--- config.mk ---
export PLATFORM = sky130hd
export DESIGN_NAME = cpu_sequencer
export DESIGN_NICKNAME = d
export VERILOG_FILES = /design/src/rtl/cpu_pkg.sv /design/src/rtl/cpu_alu.sv /design/src/rtl/cpu_sequencer.sv
export SDC_FILE = /design/constraint.sdc
export NUM_CORES = 1
export LEC_CHECK = 0
export BUFFER_PORTS_ARGS = -buffer_cell sky130_fd_sc_hd__buf_2
export CORE_ASPECT_RATIO = 0.8
export CORE_MARGIN = 2
export CORE_UTILIZATION = 60
export DETAILED_ROUTE_END_ITERATION = 10
export GPL_TIMING_DRIVEN = 0
export PLACE_DENSITY = 0.84
export SLEW_MARGIN = 20
export SYNTH_ARGS = -nofsm -noshare
export SYNTH_HDL_FRONTEND = slang
export SYNTH_SLANG_ARGS = --single-unit
--- constraint.sdc ---
create_clock -name clk -period 6.8 [get_ports clk]
set_input_delay 0.34 -clock clk [delete_from_list [all_inputs] [get_ports clk]]
set_output_delay 0.34 -clock clk [all_outputs]
set_load 0.1 [all_outputs]
--- src/rtl/cpu_pkg.sv ---
// Shared definitions for the accumulator CPU sequencer: FSM state encoding,
// opcode values and a small decode helper.
package cpu_pkg;

  typedef enum logic [2:0] {
    ST_IDLE       = 3'd0,
    ST_FETCH      = 3'd1,
    ST_FETCH_WAIT = 3'd2,
    ST_DECODE     = 3'd3,
    ST_EXEC       = 3'd4,
    ST_HALT       = 3'd5
  } state_e;

  localparam logic [3:0] OP_NOP = 4'h0;
  localparam logic [3:0] OP_LDA = 4'h1;
  localparam logic [3:0] OP_ADD = 4'h2;
  localparam logic [3:0] OP_SUB = 4'h3;
  localparam logic [3:0] OP_STA = 4'h4;
  localparam logic [3:0] OP_LDI = 4'h5;
  localparam logic [3:0] OP_JMP = 4'h6;
  localparam logic [3:0] OP_JC  = 4'h7;
  localparam logic [3:0] OP_JZ  = 4'h8;
  localparam logic [3:0] OP_OUT = 4'hE;
  localparam logic [3:0] OP_HLT = 4'hF;

  // Opcodes whose operand addresses a RAM word to be read during DECODE/EXEC.
  function automatic logic is_mem_read(input logic [3:0] op);
    return (op == OP_LDA) || (op == OP_ADD) || (op == OP_SUB);
  endfunction

endpackage

--- src/rtl/cpu_alu.sv ---
// 8-bit adder/subtractor. For subtraction, carry_o reports "no borrow" (a >= b).
module cpu_alu (
  input  logic [7:0] a_i,
  input  logic [7:0] b_i,
  input  logic       sub_i,
  output logic [7:0] result_o,
  output logic       carry_o,
  output logic       zero_o
);

  logic [8:0] sum_s;

  // Two's-complement subtract reuses the adder so bit 8 is the inverted borrow.
  always_comb begin
    if (sub_i) begin
      sum_s = {1'b0, a_i} + {1'b0, ~b_i} + 9'd1;
    end else begin
      sum_s = {1'b0, a_i} + {1'b0, b_i};
    end
    result_o = sum_s[7:0];
    carry_o  = sum_s[8];
    zero_o   = (sum_s[7:0] == 8'd0);
  end

endmodule

--- src/rtl/cpu_sequencer.sv ---
// Multi-cycle accumulator CPU: FETCH, FETCH_WAIT, DECODE, EXEC per instruction,
// against a RAM with one cycle of registered read latency.
module cpu_sequencer
  import cpu_pkg::*;
#(
  parameter logic [3:0] RESET_PC = 4'd0
) (
  input  logic       clk,
  input  logic       reset,
  input  logic       start,
  output logic [3:0] mem_address,
  output logic       mem_we,
  output logic       mem_re,
  output logic [7:0] mem_dataIn,
  input  logic [7:0] mem_dataOut,
  output logic [7:0] out_value,
  output logic       out_valid,
  output logic       halted,
  output logic [3:0] pc
);

  state_e     state_q, state_d;
  logic [3:0] pc_q, pc_d;
  logic [7:0] ir_q, ir_d;
  logic [7:0] a_q, a_d;
  logic [7:0] b_q, b_d;
  logic [7:0] outr_q, outr_d;
  logic       c_q, c_d;
  logic       z_q, z_d;
  logic       out_valid_q, out_valid_d;

  logic [3:0] opcode_s;
  logic [3:0] operand_s;
  logic [7:0] alu_res_s;
  logic       alu_c_s;
  logic       alu_z_s;

  assign opcode_s  = ir_q[7:4];
  assign operand_s = ir_q[3:0];

  cpu_alu u_alu (
    .a_i      (a_q),
    .b_i      (mem_dataOut),
    .sub_i    (opcode_s == OP_SUB),
    .result_o (alu_res_s),
    .carry_o  (alu_c_s),
    .zero_o   (alu_z_s)
  );

  // State and datapath registers.
  always_ff @(posedge clk or posedge reset) begin
    if (reset) begin
      state_q     <= ST_IDLE;
      pc_q        <= RESET_PC;
      ir_q        <= 8'd0;
      a_q         <= 8'd0;
      b_q         <= 8'd0;
      outr_q      <= 8'd0;
      c_q         <= 1'b0;
      z_q         <= 1'b0;
      out_valid_q <= 1'b0;
    end else begin
      state_q     <= state_d;
      pc_q        <= pc_d;
      ir_q        <= ir_d;
      a_q         <= a_d;
      b_q         <= b_d;
      outr_q      <= outr_d;
      c_q         <= c_d;
      z_q         <= z_d;
      out_valid_q <= out_valid_d;
    end
  end

  // Next-state, datapath updates and RAM strobes (decoded from registered state only).
  always_comb begin
    state_d     = state_q;
    pc_d        = pc_q;
    ir_d        = ir_q;
    a_d         = a_q;
    b_d         = b_q;
    outr_d      = outr_q;
    c_d         = c_q;
    z_d         = z_q;
    out_valid_d = 1'b0;
    mem_address = 4'd0;
    mem_re      = 1'b0;
    mem_we      = 1'b0;

    case (state_q)
      ST_IDLE: begin
        state_d = start ? ST_FETCH : ST_IDLE;
      end
      ST_FETCH: begin
        mem_address = pc_q;
        mem_re      = 1'b1;
        state_d     = ST_FETCH_WAIT;
      end
      ST_FETCH_WAIT: begin
        mem_address = pc_q;
        mem_re      = 1'b1;
        ir_d        = mem_dataOut;
        pc_d        = pc_q + 4'd1;
        state_d     = ST_DECODE;
      end
      ST_DECODE: begin
        if (is_mem_read(opcode_s)) begin
          mem_address = operand_s;
          mem_re      = 1'b1;
        end else if (opcode_s == OP_STA) begin
          mem_address = operand_s;
          mem_we      = 1'b1;
        end else begin
          mem_address = 4'd0;
        end
        // OUTR is loaded here so out_value is already valid while out_valid pulses in EXEC.
        if (opcode_s == OP_OUT) begin
          outr_d      = a_q;
          out_valid_d = 1'b1;
        end else begin
          out_valid_d = 1'b0;
        end
        state_d = (opcode_s == OP_HLT) ? ST_HALT : ST_EXEC;
      end
      ST_EXEC: begin
        if (is_mem_read(opcode_s)) begin
          mem_address = operand_s;
          mem_re      = 1'b1;
        end else begin
          mem_address = 4'd0;
        end
        case (opcode_s)
          OP_LDA: begin
            a_d = mem_dataOut;
            z_d = (mem_dataOut == 8'd0);
          end
          OP_ADD, OP_SUB: begin
            b_d = mem_dataOut;
            a_d = alu_res_s;
            c_d = alu_c_s;
            z_d = alu_z_s;
          end
          OP_LDI: begin
            a_d = {4'b0000, operand_s};
            z_d = (operand_s == 4'd0);
          end
          OP_JMP: pc_d = operand_s;
          OP_JC:  pc_d = c_q ? operand_s : pc_q;
          OP_JZ:  pc_d = z_q ? operand_s : pc_q;
          default: pc_d = pc_q;
        endcase
        state_d = ST_FETCH;
      end
      ST_HALT: begin
        state_d = ST_HALT;
      end
      default: begin
        state_d = ST_IDLE;
      end
    endcase
  end

  assign mem_dataIn = a_q;
  assign out_value  = outr_q;
  assign out_valid  = out_valid_q;
  assign halted     = (state_q == ST_HALT);
  assign pc         = pc_q;

endmodule

==> summary.txt, run 1 <==
Status
  • Status: finished clean

Clock network
  • Postcts setup bufs: 0
  • Cts repair resizes: 0
  • CTS Hold Buffers Added: 0
  • CTS root buffer: clkbuf_8
  • H-tree Lvls: 2
  • CTS Sinks: 34
  • Maximum buffer depth of the clock tree: 2
  • CTS tree: done
  • Skew-Pair Late Insertion Delay: approximately 0.28 ns
  • Cts bufs inserted: 5
  • Clk pin slew, worst setup/hold paths: 0.08 ns

Hold path
  • Worst hold path type: input port to async pin

Logic synthesis
  • Seq/Total Area, Yosys: 35.4%
  • Synth Register Bits: 34
  • Async set-reset flop share out of synthesis: between 90% and 100%
  • Leading post-synthesis cells by cell area: dfrtp_1 35%, ha_1 9.4%, mux2_2 6.6%
  • Syn Inst Count: around 260
  • Mapped Avg Cell Area: 9.28 um2
  • Syn_nets: between 200 and 300
  • Share of the synthesized area in the top cell type: 35.4%
  • Ys Warns: 0
  • Number of flops mapped to enable cells by yosys: 0
  • Synth area leader: dfrtp_1
  • Top_reg_cell synth: dfrtp_1
  • Post-Syn Area: between 2000 and 2500 um2
  • Synth cell types: 57

Critical path
  • Critical Path RT: 6.46 ns
  • Worst R2R End: mem_dataIn[6]
  • Arrival time of the worst setup path: ~2.4 ns
  • R2R depth: 11
  • CP startpoint kind: flop
  • Crit path capture type: primary output
  • Kind of critical path: flop to primary output
  • Setup crit start: state_q[2]
  • R2R Path Start: mem_dataIn[0]
  • Crit path to: mem_address[1]
  • CP Max Fanout: 7
  • Worst R2R Setup Slack: about 4.3 ns

Timing
  • Max Fclk: 0.372 GHz
  • Min Clock Period, post-route: between 2 and 3 ns
  • Final Skew: ~0.0045 ns
  • Tightest Pin Transition: approximately 0.95 ns
  • Setup TNS: 0 ns
  • Final worst slack: roughly 4.1 ns
  • Final number of max-transition violations: 0
  • Period utilization: about two fifths
  • Hold Vio Cnt, Final: 0
  • Slew headroom: a little over a third
  • Final setup fails: 0
  • Unrepaired setup endpoints after global routing: false

Final layout
  • Area of the multi-input gates: ~1400 um2
  • Final Util: 73.1%
  • Most frequent cells in the layout: 43 x buf_2, 34 x dfrtp_1, 28 x nor2_1, 20 x nand2_1, 18 x ha_1
  • P&R area growth vs syn: 16.5%
  • Final Non-Filler Cells: 360
  • Final #Nets: ~340
  • Fillers: 306
  • Register area: around 850 um2
  • # diodes: 0
  • Share of cells above drive strength 1: between 20% and 30%
  • Commonest non-fill, non-tap cell in the layout: buf_2

GRT
  • Total grt overflow: 0
  • Tot GR Track Use: between 20% and 30%
  • Largest net degree at the start of global routing: 35
  • Initial antenna violation count: 0
  • Vias in the first global route: ~1900
  • Global-route wire length before repair: 9.41 mm

Drt
  • Via/cell ratio: 5.93
  • Iteration-0 DRC count of the detailed router: 174
  • Wire per inst: around 16 um
  • Post-route DRC: 0
  • First-pass DRT Iterations: 4
  • Post-DRT Antenna Nets: 0
  • Routed WL: 5.89 mm
  • DR vias: between 2000 and 2500

Die
  • Number of cell rows: 20
  • Die footprint: ~4500 um2
  • Die Wd: ~75 um
  • Core area: 3830 um2
  • Initial core utilization: 62.8%
  • Die Height: a little over 60 um
  • Io pins: 39

Place
  • Post-Place Cells: approximately 350
  • Final RePlAce weighted congestion: 0.899
  • DP Wirelength: 4.27 mm
  • DP Worst Slack: 4.38 ns
  • PortBufs: 38

Job
  • Max-cap violation count: 0
[kinds of logic after synthesis]
group | Yosys count | share of synthesized area (%)
muxes | 15 | 6.98
adders and majority gates | 20 | 11.0
AOI/OAI and AO/OA | 72 | 20.0
DFF | 34 | 35.4
and+or+nand+nor | 83 | 19.1
buffers and inverters | 29 | 5.26
xor gates and xnor gates | 6 | 2.19
[metal layers]
| metal | up-vias | track usage [%] | routed length, um |
|---|---|---|---|
| li1 | 1023 | - | - |
| met5 | - | 0 | 0 |
| met3 | 2 | 5.32 | 368 |
| met1 | 1027 | 41.3 | 2800 |
| met2 | 83 | 44.1 | 2710 |
| met4 | 0 | 3.06 | 10 |
[metrics by stage]
step	hold WS [ns]	area (um2)
6_report	0.175	2800
5_1_grt	0.250	2800
4_1_cts	0.201	2800
3_5_place_dp	0.488	2660
3_3_place_gp	0.484	2660
2_1_floorplan	0.448	2400
[worst max-delay path, stage by stage (launching register included)]
cell and delay (ns):
dfrtp_1 0.45, nor2b_1 0.31, nand2_1 0.16, a211oi_1 0.24, a21oi_1 0.06, nor2_1 0.24, a22o_1 0.18, buf_2 0.42
[synthesized netlist by cell type, types with 2 or more instances]
cell and count:
dfrtp_1 34, nor2_1 28, nand2_1 20, ha_1 18
a21oi_1 17, inv_1 17, o21ai_0 15, mux2_2 14
a211oi_1 6, xnor2_1 6, buf_2 5, a221oi_1 4
a22o_1 4, a31oi_1 4, clkbuf_1 4, nand3_1 4
nor3_1 4, nor3b_1 4, a21o_1 3, a22oi_1 3
nor2b_1 3, nor4_1 3, and2_1 2, fa_1 2
nand2b_1 2, o21bai_1 2
[final cells by class]
type	count	share of cell area, %
clock inverters	3	2.46
well taps	55	2.46
multi-input cells	196	50.9
clock buffers	5	2.46
inverters	18	2.41
repair buffers	38	6.79
plain buffers	11	2.10
flip-flops and latches	34	30.4
[flip-flops by register name (all words and copies together) (netlist names)]
signal      flops
c_q             1
ir_q            8
mem_dataIn      8
out_valid       1
out_value       8
pc              4
state_q         3
z_q             1
[how the worst min path moves through the flow]
stage	startpoint	to	slack [ns]	cells after the start
after floorplan	c_q	c_q	0.45	2
after global placement	out_value[6]	out_value[6]	0.48	1
after detailed placement	c_q	c_q	0.49	2
after CTS	reset	pc[3]	0.20	2
after global routing	reset	out_valid	0.25	2
final	reset	pc[3]	0.17	2
Power of run 1 is not shown: default switching activity piles up to over one toggle a cycle in this logic, so the estimate is an artifact.
==> run 2: changes to the inputs <==
--- a/config.mk
+++ b/config.mk
@@ -8,10 +8,10 @@
 export BUFFER_PORTS_ARGS = -buffer_cell sky130_fd_sc_hd__buf_2
 export CORE_ASPECT_RATIO = 0.8
 export CORE_MARGIN = 2
-export CORE_UTILIZATION = 60
+export CORE_UTILIZATION = 51
 export DETAILED_ROUTE_END_ITERATION = 10
 export GPL_TIMING_DRIVEN = 0
-export PLACE_DENSITY = 0.84
+export PLACE_DENSITY = 0.76
 export SLEW_MARGIN = 20
 export SYNTH_ARGS = -nofsm -noshare
 export SYNTH_HDL_FRONTEND = slang
==> constraint.sdc (replaced) <==
create_clock -name clk -period 2.3 [get_ports clk]
set_input_delay 0.115 -clock clk [delete_from_list [all_inputs] [get_ports clk]]
set_output_delay 0.115 -clock clk [all_outputs]
set_load 0.1 [all_outputs]
==> run 2 against run 1 <==
  * Cell area rose by 7.6%
  * Hold slack got worse by 0.070 ns
  * Global-route usage fell by 3.0 points
  * Via count rose by 3.2%
  * Register-to-register slack got worse by 4.3 ns
  * Critical path type is now flop to flop
  * Routed wire length rose by 4.8%
  * Utilization fell by 7.2 points
  * Die area rose by 17%
  * Non-clock buffer count rose by 8
  * Critical path depth rose by 4
  * Clock skew barely moved
  * Count of clock-buffer cells in the layout rose by 2
==> summary.txt, run 2 (same netlist as run 1, synthesis figures left out) <==
Status
  • Status: finished clean

Clock network
  • Clk pin slew, worst setup/hold paths: 0.07 ns (about the same)
  • CTS Sinks: 34 (unchanged)
  • Maximum buffer depth of the clock tree: 2 (unchanged)
  • CTS root buffer: clkbuf_8
  • Cts bufs inserted: 5 (unchanged)
  • Skew-Pair Late Insertion Delay: 0.29 ns (about the same)
  • CTS tree: done
  • H-tree Lvls: 2 (unchanged)

GRT
  • Global-route wire length before repair: 9.95 mm (+5.7%)
  • Initial antenna violation count: 0 (unchanged)
  • Largest net degree at the start of global routing: 35 (unchanged)
  • Total grt overflow: 0 (unchanged)
  • Vias in the first global route: 2090 (+8.9%)
  • Tot GR Track Use: 24.8% (-3.0 points)

Die
  • Io pins: 39 (unchanged)
  • Die Wd: 80.8 um (+8.0%)
  • Die Height: 65.4 um (+7.9%)
  • Core area: 4570 um2 (+19%)
  • Die footprint: 5280 um2 (+17%)
  • Number of cell rows: 22 (+10%)
  • Initial core utilization: 52.6% (-10 points)

Drt
  • Post-route DRC: 0 (unchanged)
  • DR vias: 2204 (+3.2%)
  • First-pass DRT Iterations: 4 (unchanged)
  • Routed WL: 6.17 mm (+4.8%)
  • Iteration-0 DRC count of the detailed router: 110 (-37%)
  • Wire per inst: 16.5 um (+1.1%)
  • Post-DRT Antenna Nets: 0 (unchanged)
  • Via/cell ratio: 5.91 (-0.37%)

Critical path
  • Arrival time of the worst setup path: 2.46 ns (+0.11 ns)
  • CP startpoint kind: flop
  • CP Buf/Inv Count: 2 (+1)
  • Slowest Stage Delay on Critical Path: 0.51 ns (+0.06 ns)
  • Kind of critical path: flop to flop
  • CP max stage cell: dfrtp_4
  • Crit path capture type: flop
  • CP delay by family, top: compound AO/OA/AOI/OAI gates
  • Critical Path RT: 2.47 ns (-3.99 ns)
  • CP Max Fanout: 3 (-4)
  • Crit-path cells: inv_4 -> ha_4 -> inv_2 -> fa_2 -> a21oi_4 -> o21bai_4 -> a311oi_2 -> a21oi_2 -> xnor2_2 -> nor2_1 -> o22a_1

Timing
  • Fin Hold WS: 0.105 ns (-0.0702 ns)
  • Max Fclk: between 0.4 and 0.5 GHz
  • Hold Vio Cnt, Final: 0 (unchanged)
  • Min Clock Period, post-route: approximately 2.3 ns
  • Tightest Pin Transition: 0.835 ns (-0.115 ns)
  • Final number of max-transition violations: 0 (unchanged)
  • Period utilization: around 100%
  • Final Skew: 0.00480 ns (+0.000250 ns)
  • Unrepaired setup endpoints after global routing: true
  • Final setup fails: 0 (unchanged)
  • Slew headroom: 44.0% (+7.7 points)

Final layout
  • Commonest non-fill, non-tap cell in the layout: buf_2
  • P&R area growth vs syn: 25.4%
  • Final #Nets: 343 (+2.4%)
  • Fillers: 386 (+26%)
  • Share of cells above drive strength 1: 37.7% (+12 points)
  • Most frequent cells in the layout: 39 x buf_2, 27 x nor2_1, 27 x dfrtp_1, 20 x nand2_1
  • # diodes: 0 (unchanged)

Place
  • DP Wirelength: 4.22 mm (-1.1%)
  • PortBufs: 38 (unchanged)
  • Final RePlAce weighted congestion: 0.851 (-5.4%)

Job
  • Max-cap violation count: 0 (unchanged)

Hold path
  • Worst hold path type: input port to flop
## run 2: final cells by class
type	instances	area, um2	share of cell area (%)
Tap cell	60	75.1	2.49
Multi-Input combinational cell	196	1570	52.2
Clock inverter	1	5.00	0.166
Buffer	10	55.1	1.83
Clock buffer	7	86.3	2.87
Inverter	18	70.1	2.33
Sequential cell	34	867	28.8
Timing Repair Buffer	47	282	9.34
## run 2: worst paths after layout
check                               start       endpoint  slack [ns]  depth (start not counted)
min                        mem_dataOut[6]        ir_q[6]        0.10                          3
max in group asynchronous           reset  mem_dataIn[1]        1.28                          3
max reg2reg                 mem_dataIn[0]  mem_dataIn[6]       0.007                         11
min in group asynchronous           reset            z_q        0.49                          3
max                         mem_dataIn[0]  mem_dataIn[6]       0.007                         11
min reg2reg                  out_value[7]   out_value[7]        0.50                          1
## run 2: what timing repair did
action,4_1_cts,5_1_grt
setup endpoints to repair,8,14
hold endpoints to repair,34,0
gates resized for setup,15,18
buffers inserted,2,6
pin swaps,8,8
hold buffers,1,0
## run 2: layer usage
metal  track usage [%]  vias up  wire length (um)
li1                  -     1044                 -
met1              33.6     1082              2780
met2              39.3       70              2960
met3              4.81        8               359
met4              9.53        0                64
met5                 0        -                 0
## run 2: worst register-to-register path, cell delays in order, from the launching register on
cell and delay (ns):
dfrtp_4 0.51, inv_4 0.08, ha_4 0.12, inv_2 0.03, fa_2 0.36, a21oi_4 0.16, o21bai_4 0.09, a311oi_2 0.31
a21oi_2 0.09, xnor2_2 0.19, nor2_1 0.07, o22a_1 0.17
## run 2: stage by stage
step | std cells | TNS, ns | util [%] | area [um2] | worst slack (ns)
global route | 373 | -0.284 | 65.9 | 3010 | -0.103
CTS | 367 | 0 | 63.5 | 2900 | 0.0204
floorplan | 259 | -0.0326 | - | 2470 | -0.0185
finish | 373 | 0 | 65.9 | 3010 | 0.00656
detailed placement | 357 | -0.165 | 59.8 | 2730 | -0.120
global placement | 357 | -0.0903 | 59.8 | 2730 | -0.0903
Power of run 2 is left out for the same reason.
==> run 3: changes to the inputs <==
--- a/config.mk
+++ b/config.mk
@@ -12,7 +12,9 @@
 export DETAILED_ROUTE_END_ITERATION = 10
 export GPL_TIMING_DRIVEN = 0
 export PLACE_DENSITY = 0.76
+export REMOVE_ABC_BUFFERS = 1
 export SLEW_MARGIN = 20
 export SYNTH_ARGS = -nofsm -noshare
 export SYNTH_HDL_FRONTEND = slang
+export SYNTH_HIERARCHICAL = 1
 export SYNTH_SLANG_ARGS = --single-unit
==> run 3 against run 2 <==
  * The run now ends with setup timing left
  * Routed wire length increased by 0.24%
  * Sequential share of layout area shrank 0.40 points
  * Cell count decreased by 0.27%
  * Synthesized cell count grew 3.1%
==> summary.txt, run 3 <==
Status
  • Status: finished, violations left
  • Failing checks: setup timing

Drt
  • Wire per inst: 16.6 um (+0.51%)
  • Routed WL: 6.18 mm (+0.24%)
  • Post-DRT Antenna Nets: 0 (unchanged)
  • Via/cell ratio: 5.90 (-0.14%)
  • Iteration-0 DRC count of the detailed router: 194 (+76%)
  • First-pass DRT Iterations: 5 (+1)
  • Post-route DRC: 0 (unchanged)
  • DR vias: 2195 (-0.41%)

Die
  • Die Wd: 81.7 um (+1.2%)
  • Number of cell rows: 22 (unchanged)
  • Core area: 4620 um2 (+1.2%)
  • Die Height: 66.2 um (+1.2%)
  • Initial core utilization: 53.3% (+0.67 points)
  • Die footprint: 5410 um2 (+2.4%)
  • Io pins: 39 (unchanged)

Clock network
  • CTS tree: done
  • Cts bufs inserted: 5 (unchanged)
  • CTS root buffer: clkbuf_8
  • CTS Sinks: 34 (unchanged)
  • H-tree Lvls: 2 (unchanged)
  • Maximum buffer depth of the clock tree: 2 (unchanged)
  • Skew-Pair Late Insertion Delay: 0.29 ns (about the same)
  • Clk pin slew, worst setup/hold paths: 0.07 ns (about the same)

Critical path
  • Kind of critical path: flop to flop
  • Worst R2R Setup Slack: -0.33 ns (-0.34 ns)
  • CP startpoint kind: flop
  • Crit path capture type: flop
  • CP Max Fanout: 3 (unchanged)
  • Critical Path RT: 2.52 ns (+0.05 ns)
  • Arrival time of the worst setup path: 2.85 ns (+0.39 ns)
  • R2R Path Start: mem_dataIn[0]
  • Setup crit start: mem_dataIn[0]

Timing
  • Hold Vio Cnt, Final: 0 (unchanged)
  • Max Fclk: 0.380 GHz (-13%)
  • Unrepaired setup endpoints after global routing: true
  • Period utilization: 114% (+15 points)
  • Slew headroom: 34.6% (-9.4 points)
  • Tightest Pin Transition: 0.979 ns (+0.143 ns)
  • Final setup fails: 3 (+3)
  • Final worst slack: -0.330 ns (-0.337 ns)
  • Min Clock Period, post-route: 2.63 ns (+0.337 ns)
  • Final number of max-transition violations: 0 (unchanged)
  • Setup TNS: -0.744 ns (-0.744 ns)
  • Final Skew: 0.00570 ns (+0.000897 ns)

GRT
  • Initial antenna violation count: 0 (unchanged)
  • Vias in the first global route: 2024 (-3.2%)
  • Total grt overflow: 0 (unchanged)
  • Global-route wire length before repair: 10.0 mm (+0.69%)
  • Largest net degree at the start of global routing: 35 (unchanged)
  • Tot GR Track Use: 24.8% (about the same)

Hold path
  • Hold Crit Start: mem_dataOut[5]
  • Worst hold path type: input port to flop

Final layout
  • P&R area growth vs syn: 22.6%
  • # diodes: 0 (unchanged)
  • Most frequent cells in the layout: 34 x buf_2, 29 x nand2_1, 29 x dfrtp_1, 19 x inv_1, 18 x nor2_1
  • Fillers: 384 (-0.52%)
  • Final Util: 65.3% (-0.62 points)
  • Final #Nets: 343 (unchanged)
  • Share of cells above drive strength 1: 35.3% (-2.4 points)
  • Commonest non-fill, non-tap cell in the layout: buf_2

Logic synthesis
  • Seq/Total Area, Yosys: 34.5% (-0.86 points)
  • Synth Register Bits: 34 (unchanged)
  • Synth area leader: dfrtp_1
  • Mapped Avg Cell Area: 9.23 um2 (-0.57%)
  • Ys Warns: 6 (+6)
  • Synth cell types: 58 (+1.8%)
  • Post-Syn Area: 2460 um2 (+2.5%)
  • Top-count cell post-synth: dfrtp_1
  • Top_reg_cell synth: dfrtp_1
  • Number of flops mapped to enable cells by yosys: 0 (unchanged)
  • Leading post-synthesis cells by cell area: dfrtp_1 35%, ha_1 9.1%, mux2_2 4.6%
  • Syn Inst Count: 267 (+3.1%)
  • Async set-reset flop share out of synthesis: 100% (unchanged)
  • Top cells by count, synth: 34 x dfrtp_1, 29 x nand2_1, 20 x inv_1
  • Share of the synthesized area in the top cell type: 34.5% (-0.86 points)

Place
  • Final RePlAce weighted congestion: 0.896 (+5.3%)
  • DP Wirelength: 4.09 mm (-3.2%)
  • PortBufs: 38 (unchanged)

Job
  • Max-cap violation count: 0 (unchanged)
run 3: changes by cell type after synthesis, moves of 3 or more:
cell      before  now
nand2_1       20   29
a22oi_1        3    9
o21ai_0       15    8
o21ai_1        0    3
a21oi_1       17   14
a31oi_1        4    7
nor4_1         3    6
inv_1         17   20
nor2_1        28   18
a221oi_1       4    0
mux2_2        14   10
run 3: logic make-up (layout without fill, tap and decap cells):
logic type | after synthesis | after routing | synth area share [%]
simple gates | 91 | 92 | 19.8
mux | 11 | 11 | 4.98
xor+xnor | 7 | 7 | 2.49
flops | 34 | 34 | 34.5
fa+ha+maj | 20 | 20 | 10.8
compound gates | 70 | 70 | 20.6
buf+inv | 34 | 78 | 6.86
run 3: layer usage:
metal  vias up  track usage (%)  part of all wire, %
met5         -                0                    0
met4         0             8.13                  1.4
met1      1053             34.0                   46
met2        85             38.6                   46
met3         8             5.60                  6.5
li1       1049                -                    -
run 3: critical path, stage by stage, from the launching register on:
cell	delay, ns
dfrtp_1	0.40
ha_2	0.21
fa_2	0.37
nor3b_4	0.17
o31ai_2	0.27
a21oi_2	0.11
o31ai_2	0.27
xor2_1	0.15
nor4_2	0.29
a22oi_1	0.13
a31oi_1	0.16
run 3: path summary, 6_finish.rpt:
check,cells after the start,endpoint
setup / recovery,10,z_q
hold / removal,3,ir_q[5]
setup reg to reg,10,z_q
hold reg to reg,1,out_value[5]
max in group asynchronous,3,ir_q[6]
min in group asynchronous,3,out_value[7]
run 3: cell type report:
class	count	area (um2)	area share, %
inverters	20	75.1	2.49
multi-input cells	200	1590	52.6
clock inverters	1	30.0	0.994
clock buffers	6	82.6	2.73
flip-flops and latches	34	857	28.4
well taps	60	75.1	2.49
repair buffers	51	313	10.4
run 3: stage by stage:
stage                     hold WS [ns]  setup WS [ns]  cell area (um2)  instances
after floorplan                  0.220         -0.957             2370        253
after global placement           0.394          -1.55             2640        351
after detailed placement         0.278          -1.21             2640        351
after CTS                       0.0800         -0.347             2880        365
after global routing            0.0906         -0.422             3020        372
final                           0.0900         -0.330             3020        372
run 3: what timing repair did:
action                     in CTS  in global routing
setup endpoints to repair      13                 14
hold buffers                    1                  0
pin swaps                      12                 17
hold endpoints to repair       34                  0
buffers inserted                5                  7
gates cloned                    1                  0
gates resized for setup        22                 16
Power of run 3 is left out for the same reason.
